`src/rtl/ctrl_status_pkg.sv`:
```
// rtl/ctrl_status_pkg.sv - shared address-map helpers and decode region type
package ctrl_status_pkg;

    typedef enum logic [2:0] {
        REG_CTRL,
        REG_PULSE,
        REG_CNT_LO,
        REG_CNT_HI,
        REG_ERR,
        REG_NONE
    } reg_region_e;

    // The pulse register sits directly above the control block.
    function automatic int pulse_addr(input int n_ctrl);
        return n_ctrl;
    endfunction

    // The error register is always the top word of the address space.
    function automatic int err_addr(input int addr_w);
        return (1 << addr_w) - 1;
    endfunction

endpackage

```
`src/rtl/ctrl_status_regs_event_counter.sv`:
```
// rtl/ctrl_status_regs_event_counter.sv - saturating event counter with priority clear
module event_counter #(
    parameter int CNT_W = 32
) (
    input  logic             clk,
    input  logic             rst,
    input  logic             inc,
    input  logic             clr,
    output logic [CNT_W-1:0] cnt
);

    // Clear drops any same-cycle increment; all-ones is held rather than wrapped.
    always_ff @(posedge clk or posedge rst) begin
        if (rst) begin
            cnt <= '0;
        end else if (clr) begin
            cnt <= '0;
        end else if (inc && !(&cnt)) begin
            cnt <= cnt + CNT_W'(1);
        end
    end

endmodule

```
`src/rtl/ctrl_status_regs.sv`:
```
// rtl/ctrl_status_regs.sv - host register file: control words, command pulses, event counters, error flag
module ctrl_status_regs
    import ctrl_status_pkg::*;
#(
    parameter int DATA_W   = 16,
    parameter int ADDR_W   = 5,
    parameter int N_CTRL   = 8,
    parameter int N_CNT    = 4,
    parameter int CNT_BASE = 16
) (
    input  logic                     clk,
    input  logic                     rst,
    input  logic [DATA_W-1:0]        din,
    input  logic                     we,
    input  logic                     re,
    input  logic [ADDR_W-1:0]        addr,
    output logic [DATA_W-1:0]        dout,
    output logic [N_CTRL*DATA_W-1:0] ctrl_q,
    output logic [DATA_W-1:0]        cmd_pulse,
    input  logic [N_CNT-1:0]         evt,
    output logic                     err
);

    localparam int CNT_W      = 2 * DATA_W;
    localparam int PULSE_ADDR = pulse_addr(N_CTRL);
    localparam int ERR_ADDR   = err_addr(ADDR_W);
    localparam int CTRL_IW    = (N_CTRL > 1) ? $clog2(N_CTRL) : 1;
    localparam int CNT_IW     = (N_CNT > 1) ? $clog2(N_CNT) : 1;

    if (N_CTRL + 1 > CNT_BASE) begin : g_chk_ctrl
        $error("ctrl_status_regs: control block and pulse word overlap the counter block");
    end
    if (CNT_BASE + 2 * N_CNT > ERR_ADDR) begin : g_chk_cnt
        $error("ctrl_status_regs: counter block overlaps the error register");
    end

    reg_region_e                    region;
    int                             addr_i;
    logic [ADDR_W-1:0]              cnt_off;
    logic [CTRL_IW-1:0]             ctrl_idx;
    logic [CNT_IW-1:0]              cnt_idx;
    logic [N_CTRL-1:0][DATA_W-1:0]  ctrl_r;
    logic [N_CNT-1:0][CNT_W-1:0]    cnt;
    logic [N_CNT-1:0][DATA_W-1:0]   shadow;
    logic [N_CNT-1:0]               cnt_clr;
    logic [DATA_W-1:0]              rd_data;
    logic                           wr_cnt;
    logic                           lo_rd;

    always_comb begin
        addr_i   = int'(addr);
        cnt_off  = addr - ADDR_W'(CNT_BASE);
        ctrl_idx = CTRL_IW'(addr);
        cnt_idx  = CNT_IW'(cnt_off >> 1);
        region   = REG_NONE;
        if (addr_i < N_CTRL) begin
            region = REG_CTRL;
        end else if (addr_i == PULSE_ADDR) begin
            region = REG_PULSE;
        end else if (addr_i >= CNT_BASE && addr_i < CNT_BASE + 2 * N_CNT) begin
            region = cnt_off[0] ? REG_CNT_HI : REG_CNT_LO;
        end else if (addr_i == ERR_ADDR) begin
            region = REG_ERR;
        end
    end

    assign wr_cnt = we && (region == REG_CNT_LO || region == REG_CNT_HI);
    assign lo_rd  = re && (region == REG_CNT_LO);

    for (genvar k = 0; k < N_CNT; k++) begin : g_cnt
        assign cnt_clr[k] = wr_cnt && (int'(cnt_idx) == k);

        event_counter #(.CNT_W(CNT_W)) u_cnt (
            .clk (clk),
            .rst (rst),
            .inc (evt[k]),
            .clr (cnt_clr[k]),
            .cnt (cnt[k])
        );
    end

    // Hi word is captured when lo is read so a lo-then-hi pair is coherent.
    always_ff @(posedge clk or posedge rst) begin
        if (rst) begin
            shadow <= '0;
        end else begin
            for (int i = 0; i < N_CNT; i++) begin
                if (cnt_clr[i]) begin
                    shadow[i] <= '0;
                end else if (lo_rd && int'(cnt_idx) == i) begin
                    shadow[i] <= cnt[i][CNT_W-1:DATA_W];
                end
            end
        end
    end

    always_comb begin
        rd_data = '0;
        case (region)
            REG_CTRL:   rd_data = ctrl_r[ctrl_idx];
            REG_CNT_LO: rd_data = cnt[cnt_idx][DATA_W-1:0];
            REG_CNT_HI: rd_data = shadow[cnt_idx];
            REG_ERR:    rd_data = {{(DATA_W-1){1'b0}}, err};
            default:    rd_data = '0;
        endcase
    end

    // Reads sample pre-edge state, so a same-cycle write is not yet visible.
    always_ff @(posedge clk or posedge rst) begin
        if (rst) begin
            ctrl_r    <= '0;
            cmd_pulse <= '0;
            err       <= 1'b0;
            dout      <= '0;
        end else begin
            if (we && region == REG_CTRL) begin
                ctrl_r[ctrl_idx] <= din;
            end
            cmd_pulse <= (we && region == REG_PULSE) ? din : '0;
            if (we && region == REG_ERR && din[0]) begin
                err <= 1'b0;
            end else if ((we && region == REG_NONE) || (re && region == REG_PULSE)) begin
                err <= 1'b1;
            end
            if (re) begin
                dout <= rd_data;
            end
        end
    end

    assign ctrl_q = ctrl_r;

endmodule
```
`config.mk`:
```
export PLATFORM = sky130hd
export DESIGN_NAME = ctrl_status_regs
export DESIGN_NICKNAME = d
export VERILOG_FILES = /design/src/rtl/ctrl_status_pkg.sv /design/src/rtl/ctrl_status_regs_event_counter.sv /design/src/rtl/ctrl_status_regs.sv
export SDC_FILE = /design/constraint.sdc
export NUM_CORES = 1
export LEC_CHECK = 0
export BUFFER_PORTS_ARGS = -buffer_cell sky130_fd_sc_hd__buf_2
export CELL_PAD_IN_SITES_DETAIL_PLACEMENT = 1
export CELL_PAD_IN_SITES_GLOBAL_PLACEMENT = 1
export CORE_MARGIN = 2
export CORE_UTILIZATION = 43
export DETAILED_ROUTE_END_ITERATION = 8
export PLACE_DENSITY_LB_ADDON = 0.1
export SLEW_MARGIN = 0
export SYNTH_ARGS = -nofsm -noshare
export SYNTH_HDL_FRONTEND = slang
export SYNTH_SLANG_ARGS = --single-unit
```
`constraint.sdc`:
```
create_clock -name clk -period 10.75 [get_ports clk]
set_input_delay 1.075 -clock clk [delete_from_list [all_inputs] [get_ports clk]]
set_output_delay 1.075 -clock clk [all_outputs]
set_load 0.02 [all_outputs]
```
==> out/metrics.yaml <==
min_path:
  hold_start: "shadow[60]"
  hold_path.class: "flip-flop to flip-flop"
global_routing:
  grt_antenna_before_repair: 7
  grt_usage_pct: 28.37
  grt_overflow: 0
  grt_max_degree: 74
  grt_pass1_vias: 14285
  grt_pass1_wl_mm: 90.22
synthesis:
  avgSynthCellArea_um2: 10.95
  synthArstFlopShare_pct: 100.0
  synth_edf_count: 0
  ys_seq_elements: 353
  synthCells: 1602
  ys_warn_count: 0
  synth_cell_types: 66
  synth_nets: 1635
  yosysSeqAreaShare_pct: 50.35
  synth_ff_type: "dfrtp_1"
  syn_area_mm2: 0.01754
cts:
  clock_latency_ps: 560
  htreeDepth: 2
  clk_pin_slew_ps: 60
  cts_buffers: 40
  cts_sinks: 353
  cts_tree: "done"
  post_cts_buffers: 0
  hold_buffers: 0
  cts_resized: 0
  clock_path_buffers: 3
  root_buffer: "clkbuf_16"
floorplan:
  die_area_mm2: 0.04243
  die-height_um: 206.0
  core-area_mm2: 0.04001
  ioPinCount: 190
  die_w_um: 206.0
  num_rows: 73
  start_util_pct: 43.85
placed_design:
  dp.cells: 2235
  port_buffers: 189
  gp_congestion: 0.8843
  hpwl_mm: 42.07
routing:
  via_per_inst: 6.158
  routed_wl_mm: 59.02
  wl_per_cell_um: 25.57
  drt_iter0_markers: 911
  vias: 14213
  remaining_drc_errors: 0
  first_pass_iters: 5
  final_antenna_net_count: 0
setup_path:
  cp_num_buf_inv: 2
  r2r_slack_ps: 7690
  path_depth: 5
  critPathKind: "input pin to flip-flop"
  crit_end: "ctrl_q[58]"
  critical_path.startpoint: "addr[1]"
  slowest_stage: "nand2_1"
  rr_worst_depth: 5
  startpoint_type: "input pin"
  worstPathMaxFanout: 39
  endpoint_kind: "flip-flop"
  cp_common_cell: "buf_4"
  cp.required_ps: 11180
  cpPeakStageDelay_ps: 660
  cpLargestDelayFamily: "buffers and inverters"
  timing.rr.end: "g_cnt[0].u_cnt.cnt[21]"
  crit_chain: "buf_4 > buf_4 > nor2b_1 > nand2_1 > mux2_2"
  critPathArrivalTime_ps: 3710
  rr_startpoint: "g_cnt[0].u_cnt.cnt[13]"
power_and_ir_drop:
  irDropWorstVdd_mv: 0.08447
  powerDensity_mw_per_mm2: 185.9
  p_leak_nw: 8.850
layout:
  final_cells: 2308
  nets: 1785
  area_delta_synth_final_pct: 15.03
  drive_gt1_share_pct: 27.81
  fillers: 4360
sta:
  rsz0062_at_grt: "no"
  fin_crit_ps: 3280
  hold_viol: 0
  tightest_slew_ps: 1330
  slew_headroom_pct: 10.57
  setup_tns_ps: 0
  final.period_utilization_pct: 30.51
  fmax_mhz: 304.9
  finalMaxSlewViolations: 0
  setup_viol: 0
  skew_ps: 15.04
flow_run:
  maxCapViolations: 0
outcome:
  status: "finished clean"
## power breakdown
part | switching, mW | total (mW) | internal (mW)
sequential | 0.207 | 1.69 | 1.48
combinational | 0.393 | 0.673 | 0.280
clock | 0.560 | 1.39 | 0.832
total | 1.16 | 3.75 | 2.59
## cell usage after synthesis (3+ instances only)
| master | count | area [um2] |
|---|---|---|
| dfrtp_1 | 353 | 8833 |
| nand2_1 | 204 | 765.7 |
| mux2_2 | 144 | 1622 |
| o21ai_0 | 122 | 610.6 |
| a21oi_1 | 83 | 415.4 |
| nor2_1 | 71 | 266.5 |
| clkbuf_1 | 65 | 244.0 |
| mux4_2 | 61 | 1374 |
| or3_1 | 58 | 362.9 |
| nand3_1 | 52 | 260.3 |
| nand4_1 | 40 | 250.2 |
| inv_1 | 32 | 120.1 |
| or4_1 | 28 | 210.2 |
| and2_1 | 26 | 162.7 |
| o31ai_1 | 26 | 195.2 |
| and3_1 | 22 | 137.6 |
| and4_1 | 22 | 192.7 |
| buf_2 | 18 | 90.09 |
| o22ai_1 | 16 | 100.1 |
| o32ai_1 | 15 | 131.4 |
| xnor2_1 | 13 | 113.9 |
| nor4_1 | 11 | 68.82 |
| xor2_1 | 11 | 96.34 |
| o211ai_1 | 9 | 67.56 |
| o21ai_1 | 8 | 40.04 |
| nor3_1 | 7 | 35.03 |
| buf_1 | 6 | 22.52 |
| mux2i_1 | 5 | 50.05 |
| nand2b_1 | 5 | 31.28 |
| a31oi_1 | 4 | 25.02 |
| a41o_1 | 4 | 40.04 |
| ha_1 | 4 | 50.05 |
| o2111ai_1 | 4 | 35.03 |
| a2111oi_0 | 3 | 26.28 |
| a211oi_1 | 3 | 22.52 |
| a311oi_1 | 3 | 26.28 |
| nor2b_1 | 3 | 18.77 |
| nor4_2 | 3 | 37.54 |
## sequential cells by signal, indices dropped and copies added (netlist names)
signal           flops
cmd_pulse           16
g_cnt.u_cnt.cnt    128
shadow              64
ctrl_q             128
dout                16
err                  1
## through the flow
stage                     area (um2)  hold WS, ps  utilization (%)  total power [mW]  worst slack, ps
after floorplan                17550        443.2                -             2.062             4947
after global placement         18860        465.7            47.13             2.343             6954
after detailed placement       18860        470.8            47.13             2.373             6914
after CTS                      20170        483.9            50.43             3.776             7503
after global routing           20180        509.9            50.44             3.898             7177
final                          20180        488.4            50.45             3.752             7470
## cell usage in the layout (no fill, tap or decap), types with 9 or more instances in the layout
cell type	Yosys	layout
mux2_2	144	144
nand2_1	204	204
o31ai_1	26	26
a21oi_1	83	83
and3_1	22	22
clkbuf_16	0	41
dfrtp_1	353	353
or3_1	58	58
inv_1	32	31
clkbuf_8	1	9
o32ai_1	15	15
or4_1	28	28
nand4_1	40	40
mux4_2	61	61
nand3_1	52	52
o211ai_1	9	9
xnor2_1	13	13
nor2_1	71	70
and2_1	26	26
buf_2	18	188
o21ai_0	122	122
xor2_1	11	11
nor4_1	11	11
buf_4	2	15
o22ai_1	16	16
and4_1	22	22
## worst min-delay path by stage
stage          depth (start not counted)  slack, ps          to
3_3_place_gp                           2        470  shadow[60]
5_1_grt                                2        510  shadow[33]
4_1_cts                                2        480  shadow[60]
6_report                               2        490  shadow[60]
3_5_place_dp                           2        470  shadow[60]
2_1_floorplan                          2        440  shadow[32]
## per-layer routing
| metal | global-route usage, % | share of wire, % | vias to the layer above |
|---|---|---|---|
| met2 | 43.41 | 46 | 436 |
| met5 | 0 | 0.069 | - |
| li1 | - | - | 6251 |
| met4 | 12.37 | 3.8 | 8 |
| met3 | 5.314 | 6.4 | 125 |
| met1 | 39.48 | 44 | 7393 |
## worst register-to-register path, delay by kind of cell (launching register included)
kind	cells	cell delay, ps
AOI/OAI and AO/OA	3	1520
and+or+nand+nor	2	870
DFF	1	590
## final cells by class
| class | count | area, um2 | share of cell area [%] |
|---|---|---|---|
| multi-input combinational | 1122 | 8188 | 40.57 |
| timing repair buffer | 203 | 1054 | 5.220 |
| sequential | 353 | 8833 | 43.77 |
| tap | 525 | 656.9 | 3.255 |
| clock buffer | 58 | 1180 | 5.846 |
| clock inverter | 12 | 138.9 | 0.6882 |
| inverter | 32 | 123.9 | 0.6138 |
| antenna | 3 | 7.507 | 0.03720 |
## kinds of logic after synthesis
| group | count (synthesis) | share of synthesized area [%] |
|---|---|---|
| buf+inv | 127 | 3.074 |
| fa+ha+maj | 4 | 0.2853 |
| compound gates | 312 | 10.61 |
| mux | 211 | 17.51 |
| flops | 353 | 50.35 |
| simple gates | 571 | 16.97 |
| xor+xnor | 24 | 1.198 |
(Power assumes the default switching activity.)
